**config.mk**
```make
export PLATFORM = sky130hd
export DESIGN_NAME = systolic_array_ws
export DESIGN_NICKNAME = d
export VERILOG_FILES = /design/src/rtl/systolic_array_ws.sv
export SDC_FILE = /design/constraint.sdc
export NUM_CORES = 2
export LEC_CHECK = 0
export ABC_CLOCK_PERIOD_IN_PS = 27900
export CELL_PAD_IN_SITES_DETAIL_PLACEMENT = 0
export CELL_PAD_IN_SITES_GLOBAL_PLACEMENT = 2
export CORE_ASPECT_RATIO = 0.6
export CORE_MARGIN = 2
export CORE_UTILIZATION = 44
export CTS_CLUSTER_DIAMETER = 120
export CTS_CLUSTER_SIZE = 14
export DETAILED_ROUTE_END_ITERATION = 8
export PLACE_DENSITY = 0.94
export SETUP_SLACK_MARGIN = 0.15
export SYNTH_ARGS = -nofsm -noshare
export SYNTH_HDL_FRONTEND = slang
export SYNTH_SLANG_ARGS = --single-unit
```
**constraint.sdc**
```tcl
create_clock -name clk -period 27.9 [get_ports clk]
set_input_delay 4.185 -clock clk [delete_from_list [all_inputs] [get_ports clk]]
set_output_delay 4.185 -clock clk [all_outputs]
set_load 0.03 [all_outputs]
```
**src/rtl/systolic_array_ws.sv**
```systemverilog
// systolic_array_ws: weight-stationary ROWS x COLS signed MAC array.
// Weights are loaded one row per beat and held in place; input vectors are
// skewed into the rows, partial sums flow down the columns and are deskewed
// so that every result leaves as one aligned vector on out_valid.
module systolic_array_ws #(
    parameter int ROWS   = 4,
    parameter int COLS   = 4,
    parameter int DATA_W = 8,
    parameter int ACC_W  = 2*DATA_W + $clog2(ROWS)
) (
    input  logic                   clk,
    input  logic                   reset,
    input  logic                   w_valid,
    output logic                   w_ready,
    input  logic [COLS*DATA_W-1:0] w_data,
    input  logic                   in_valid,
    output logic                   in_ready,
    input  logic [ROWS*DATA_W-1:0] in_data,
    output logic                   out_valid,
    output logic [COLS*ACC_W-1:0]  out_data,
    output logic                   busy
);

    localparam int LAT   = ROWS + COLS;
    localparam int CNT_W = $clog2(LAT + 1);
    localparam int ROW_W = (ROWS > 1) ? $clog2(ROWS) : 1;

    typedef enum logic [1:0] {IDLE, LOAD, RUN, DRAIN} state_t;

    state_t            state, state_next;
    logic              loaded;
    logic [ROW_W-1:0]  row_cnt;
    logic [ROW_W-1:0]  wr_row;
    logic [CNT_W-1:0]  inflight;
    logic              w_fire;
    logic              in_fire;
    logic              drain_done;
    logic [LAT-2:0]    vpipe;

    logic signed [DATA_W-1:0] weight  [ROWS][COLS];
    logic signed [DATA_W-1:0] x_in    [ROWS][COLS];
    logic signed [ACC_W-1:0]  psum    [ROWS][COLS];
    logic signed [ACC_W-1:0]  col_out [COLS];

    assign w_fire  = w_valid & w_ready;
    assign in_fire = in_valid & in_ready;
    assign wr_row  = (state == IDLE) ? '0 : row_cnt;
    assign busy    = (state != IDLE) || (inflight != '0);

    // The pipeline is empty once this cycle's result (if any) has left and nothing new enters.
    assign drain_done = (inflight == '0) || ((inflight == CNT_W'(1)) && out_valid);

    // Next-state and handshake decode; a pending weight beat always wins over input.
    always_comb begin
        state_next = state;
        w_ready    = 1'b0;
        in_ready   = 1'b0;
        case (state)
            IDLE: begin
                w_ready  = 1'b1;
                in_ready = loaded & ~w_valid;
                if (w_valid) begin
                    if (ROWS > 1)
                        state_next = LOAD;
                end else if (in_valid && loaded) begin
                    state_next = RUN;
                end
            end
            LOAD: begin
                w_ready = 1'b1;
                if (w_valid && (row_cnt == ROW_W'(ROWS-1)))
                    state_next = IDLE;
            end
            RUN: begin
                in_ready = ~w_valid;
                if (w_valid)
                    state_next = DRAIN;
                else if (!in_valid && drain_done)
                    state_next = IDLE;
            end
            DRAIN: begin
                if (drain_done)
                    state_next = IDLE;
            end
            default: state_next = IDLE;
        endcase
    end

    // State register, load progress and in-flight bookkeeping.
    always_ff @(posedge clk or posedge reset) begin
        if (reset) begin
            state    <= IDLE;
            loaded   <= 1'b0;
            row_cnt  <= '0;
            inflight <= '0;
        end else begin
            state <= state_next;
            case ({in_fire, out_valid})
                2'b10:   inflight <= inflight + CNT_W'(1);
                2'b01:   inflight <= inflight - CNT_W'(1);
                default: inflight <= inflight;
            endcase
            if (w_fire) begin
                if (state == IDLE) begin
                    if (ROWS == 1) begin
                        loaded <= 1'b1;
                    end else begin
                        loaded  <= 1'b0;
                        row_cnt <= ROW_W'(1);
                    end
                end else if (row_cnt == ROW_W'(ROWS-1)) begin
                    loaded  <= 1'b1;
                    row_cnt <= '0;
                end else begin
                    row_cnt <= row_cnt + ROW_W'(1);
                end
            end
        end
    end

    // Stationary weight storage, written one row per accepted beat.
    always_ff @(posedge clk or posedge reset) begin
        if (reset) begin
            for (int r = 0; r < ROWS; r++)
                for (int c = 0; c < COLS; c++)
                    weight[r][c] <= '0;
        end else if (w_fire) begin
            for (int c = 0; c < COLS; c++)
                weight[wr_row][c] <= w_data[c*DATA_W +: DATA_W];
        end
    end

    genvar r, c;

    // Input skew: row r reaches PE(r,0) r cycles after acceptance; bubbles inject zero.
    for (r = 0; r < ROWS; r++) begin : g_skew
        logic signed [DATA_W-1:0] x_new;
        assign x_new = in_fire ? in_data[r*DATA_W +: DATA_W] : '0;
        if (r == 0) begin : g_direct
            assign x_in[0][0] = x_new;
        end else begin : g_delay
            logic signed [DATA_W-1:0] dly [r];
            // Shift chain delaying this row's element.
            always_ff @(posedge clk or posedge reset) begin
                if (reset) begin
                    for (int k = 0; k < r; k++)
                        dly[k] <= '0;
                end else begin
                    dly[0] <= x_new;
                    for (int k = 1; k < r; k++)
                        dly[k] <= dly[k-1];
                end
            end
            assign x_in[r][0] = dly[r-1];
        end
    end

    // PE grid: data moves right one PE per cycle, partial sums move down one PE per cycle.
    for (r = 0; r < ROWS; r++) begin : g_row
        for (c = 0; c < COLS; c++) begin : g_pe
            logic signed [2*DATA_W-1:0] prod;
            logic signed [ACC_W-1:0]    psum_above;
            logic signed [ACC_W-1:0]    psum_q;
            assign prod = x_in[r][c] * weight[r][c];
            if (r == 0) begin : g_top
                assign psum_above = '0;
            end else begin : g_inner
                assign psum_above = psum[r-1][c];
            end
            // Multiply-accumulate; the sum wraps modulo 2^ACC_W.
            always_ff @(posedge clk or posedge reset) begin
                if (reset)
                    psum_q <= '0;
                else
                    psum_q <= psum_above + ACC_W'(prod);
            end
            assign psum[r][c] = psum_q;
            if (c < COLS-1) begin : g_pass
                logic signed [DATA_W-1:0] x_q;
                // Forward the input element to the right-hand neighbour.
                always_ff @(posedge clk or posedge reset) begin
                    if (reset)
                        x_q <= '0;
                    else
                        x_q <= x_in[r][c];
                end
                assign x_in[r][c+1] = x_q;
            end
        end
    end

    // Output deskew: column c is held back COLS-1-c cycles so all columns line up.
    for (c = 0; c < COLS; c++) begin : g_deskew
        localparam int D = COLS - 1 - c;
        if (D == 0) begin : g_direct
            assign col_out[c] = psum[ROWS-1][c];
        end else begin : g_delay
            logic signed [ACC_W-1:0] dly [D];
            // Shift chain delaying this column's finished sum.
            always_ff @(posedge clk or posedge reset) begin
                if (reset) begin
                    for (int k = 0; k < D; k++)
                        dly[k] <= '0;
                end else begin
                    dly[0] <= psum[ROWS-1][c];
                    for (int k = 1; k < D; k++)
                        dly[k] <= dly[k-1];
                end
            end
            assign col_out[c] = dly[D-1];
        end
    end

    // Valid tag travelling alongside the data so bubbles never produce output.
    always_ff @(posedge clk or posedge reset) begin
        if (reset) begin
            vpipe <= '0;
        end else begin
            vpipe[0] <= in_fire;
            for (int i = 1; i < LAT-1; i++)
                vpipe[i] <= vpipe[i-1];
        end
    end

    // Result register: updates only with a valid result and otherwise holds.
    always_ff @(posedge clk or posedge reset) begin
        if (reset) begin
            out_valid <= 1'b0;
            out_data  <= '0;
        end else begin
            out_valid <= vpipe[LAT-2];
            if (vpipe[LAT-2]) begin
                for (int k = 0; k < COLS; k++)
                    out_data[k*ACC_W +: ACC_W] <= col_out[k];
            end
        end
    end

endmodule
```
Yosys cells after proc, flatten, opt, wreduce, memory -nomap -nowiden
Cells that the tools add are included. Widths: inputs -> output; s select.

Bits in registers: 745. Bits in latches: 0. Bits in writable memories: 0. Memory bits (read-only): 0. Input bits: 68. Output and inout port bits: 76. Word-level logic and storage cells: 160. Memories: 0.

$add $sub $neg: 15. Multipliers: 16. Div/mod/pow operators: 0. $lt $le $gt $ge: 2. Equal/unequal tests: 11. Shift-type cells: 0. Muxes and demuxes: 31. Bitwise operators: 5. Reduce and logical (&&, ||, !) cells: 17.

Operators with widths (number): $bwmux 128 (4); $demux 32 s2 (4); $mul 8x8->16 (16); $add 17x16->18 (4); $add 18x16->18 (4); $add 16x16->17 (4); $mux 8 (5); $mux 32 (1); $mux 24 (1); $mux 2 (9); $mux 16 (1); $eq 2x2->1 const B (4); $pmux 2 s4 (1); $pmux 4 s2 (1); $reduce_bool 2->1 (3); $logic_and 1x1->1 (5); $add 4x1->4 const B (1); $eq 2x1->1 const B (2); $eq 4x1->1 const B (1); $logic_not 4->1 (1); $ne 2x2->1 const B (2); $reduce_and 4->1 (1); $reduce_bool 4->1 (1); $sub 4x1->4 const B (1); 15 further kinds (20).

Logic depth before layout (Yosys ltp)
Depth after elaboration: 11. Gate-level depth with buffers: 21. Mapped depth without buffers: 19.

Least setup slack after synthesis
Ideal clock, no wire load.

Path kind: input-to-output. From: input w_valid. To: output in_ready. Data arrival time: 5.134 ns. Required time: 23.715 ns. Setup slack: 18.581 ns. Stages on the path: 4. Buffers on the path: 2. Path through: nor2_1 o21a_1 clkbuf_1 clkbuf_1.

Cells in the longest elaborated chain, start to end: 3.

Ends and longest elaborated chain: from (decl) (RTL line 13) `input logic w_valid,`; $not 1->1 (*) (RTL line 61, 75); $and 1x1->1 (RTL line 61) `in_ready = loaded & ~w_valid;`; $pmux 1 s2 (*) (RTL line 58) `case (state)`; to (decl) (RTL line 17) `output logic in_ready,`.

Every way passes the cells marked *; elsewhere a longest branch is shown, timed or not.

Final worst setup path
Same ends and word-level chain as after synthesis.

==> flow_summary.ini <==
[floorplanning]
design.core.area_um2 = 158000
die_x_um = 519
rows = 113
die_area_um2 = 162000
ioPinCount = 144
initial_core_util = 0.443
dieHeight_um = 313

[setup_path]
worstPathRequired_ps = 23720
max_stage_delay_ps = 710
cp_num_buf_inv = 3
crit_fanout = 10
worstSetupPathType = in2out
cpLargestDelayFamily = buffers and inverters
worstSetupStartpointType = input port
crit_chain = clkdlybuf4s50_1 -> nor2_1 -> o21a_1 -> buf_4 -> clkdlybuf4s50_1
crit_arrival_ps = 5850
cp_common_cell = clkdlybuf4s50_1
critPathCaptureType = primary output
cp_slowest_cell = clkdlybuf4s50_1

[synthesis]
synth_top_area_cell = fa_1
synth.area.top_cells = fa_1 33%, dfrtp_1 27%, ha_1 11%, inv_1 8.0%, and2_1 4.4%
synth_nets = 8219
synth_top_area_share = 0.333
ys_top_cells_by_count = 1486 x inv_1, 1164 x fa_1, 745 x dfrtp_1
synthFlopType = dfrtp_1
ys_seq_area_frac = 0.266
syn_area_per_cell_um2 = 11.0
synth_cell_types = 67
syn_area_um2 = 70000
ys_ff_latch = 745
synth_edf_count = 0
yosysWarnings = 0
synthArstFlopShare = 1.00
synth.most_common_cell = inv_1
syn_inst = 6373

[power]
share_comb_of_total_power = 0.651
clock_power_share = 0.100
leakagePower_nw = 38.3
switching_share = 0.459
ir_drop_mv = 0.0619
power_density_nw_per_um2 = 103
p_sw_w = 0.00356
power.share.sequential = 0.249
p_int_w = 0.00419

[hold_path]
hold_class = reg2reg

[drt]
post_drt_wl_per_cell_um = 16.6
postRouteAntennaNets = 0
vias = 42200
viasPerCell = 4.89
firstDrtPassIters = 7
drc = 0
drtIter0Drc = 2282
routed_wl_mm = 143

[cells_and_area]
diodes = 0
final_util = 0.477
instances_no_fill = 8625
final_nets = 8341
drive_gt1_frac = 0.0449
syn_to_final_growth_pct = 7.72

[clock_network]
cts_root_buf = clkbuf_16
post-cts-setup-buffer-count = 0
cts_hold_buf = 0
cts_resized = 0
numCtsBuffers = 59
cts_tree = yes
ctsLongestPathBuffers = 3
clk_latency_ps = 700
htreeDepth = 2
cts.sinks = 745
cts.clk_slew.worst_paths_ps = 80

[place]
gp_congestion = 0.836
placed_cells = 8561
dp_hpwl_mm = 119
port_buffers = 143
post-place-ws_ps = 17860

[timing]
min_period_ps = 10040
rsz0062_at_grt = no
tightest_slew_ps = 1130
post-route-period-util = 0.360
slew_viol_final = 0
setup_slack_ps = 17860
setup_viol = 0
clock.fmax_mhz = 99.6
slew_headroom = 0.248
timing.setup.tns_ps = 0
finalClockSkew_ps = 86.0
hold_viol_final = 0

[global_routing]
grt_pass1_vias = 44700
grt_usage = 0.185
grt_max_degree = 186
antenna_found_initial = 0
grt-ovfl-total = 0
grt_pass1_wl_mm = 242

[run_status]
status = complete, no violations

[flow_run]
maxCapViolations = 0
[power by group through the flow]
stage,Clock (W),Combinational [W],Sequential (W)
after floorplan,0,0.00399,0.00179
after global placement,0,0.00497,0.00194
after detailed placement,0,0.00509,0.00195
after CTS,0.000810,0.00514,0.00193
after global routing,0.000849,0.00582,0.00198
final,0.000778,0.00504,0.00193
[area by class of cell]
type	count	area [um2]
clock buffer	60	1480
fill	14500	82600
multi-input combinational	4045	45400
sequential	745	18600
clock inverter	4	62.6
timing repair buffer	158	1560
inverter	1486	5590
tap	2127	2660
[cells by family (layout without fill, tap and decap cells)]
| family | after synthesis | after routing | share of synthesized area |
|---|---|---|---|
| AND/OR/NAND/NOR | 1361 | 1361 | 0.101 |
| XOR/XNOR | 254 | 254 | 0.0318 |
| flip-flops | 745 | 745 | 0.266 |
| multiplexers | 197 | 197 | 0.0316 |
| adder cells (fa/ha/maj) | 1778 | 1778 | 0.442 |
| AO/OA/AOI/OAI | 455 | 455 | 0.0421 |
| buffers and inverters | 1583 | 1708 | 0.0851 |
[worst paths after layout]
path	startpoint	to	slack [ps]	cells past startpoint
max in group asynchronous	reset	g_deskew[2].g_delay.dly[17]	20150	6
worst min-delay path	g_row[3].g_pe[1].psum_q[2]	g_deskew[1].g_delay.dly[20]	340	0
min in group asynchronous	reset	out_data[14]	4030	2
worst max register to register	g_row[2].g_pe[1].g_pass.x_q[7]	g_row[2].g_pe[2].psum_q[17]	22090	14
worst max-delay path	w_valid	in_ready	17860	5
worst min register to register	g_row[3].g_pe[1].psum_q[2]	g_deskew[1].g_delay.dly[20]	340	0
[metal layers]
layer  wire length [um]  vias to the layer above  global-route usage
li1                   -                    19500                   -
met1              70400                    21900               0.286
met2              64800                      665               0.285
met3               6050                      123              0.0229
met4               1940                        0              0.0274
met5                  0                        -                   0
[registers in the layout (all words and copies together) (netlist names)]
register	count
out_data	72
g_row.g_pe.g_pass.x_q	96
g_deskew.g_delay.dly	72
loaded	1
g_row.g_pe.psum_q	276
g_skew.g_delay.dly	48
inflight	4
state	2
row_cnt	2
out_valid	1
col_out	36
weight	128
vpipe	7
[through the flow]
step                      total power, W  instance area [um2]  hold slack [ps]
after floorplan                  0.00578                70000              331
after global placement           0.00691                73900              333
after detailed placement         0.00704                73900              335
after CTS                        0.00788                75400              346
after global routing             0.00865                75400              347
final                            0.00775                75400              341
[layout by cell type, fill, tap and decap left out, types with 34 or more instances in the layout]
cell	n
a211oi_1	39
a21o_1	52
a21oi_1	94
and2_1	488
and3_1	34
clkbuf_16	59
clkdlybuf4s50_1	143
dfrtp_1	744
fa_1	1164
ha_1	614
inv_1	1485
mux2_2	195
nand2_1	467
nand2b_1	122
nor2_1	124
o21a_1	38
o21ai_0	123
xnor2_1	197
xor2_1	57
No activity file was read; power rests on OpenSTA's default activity.
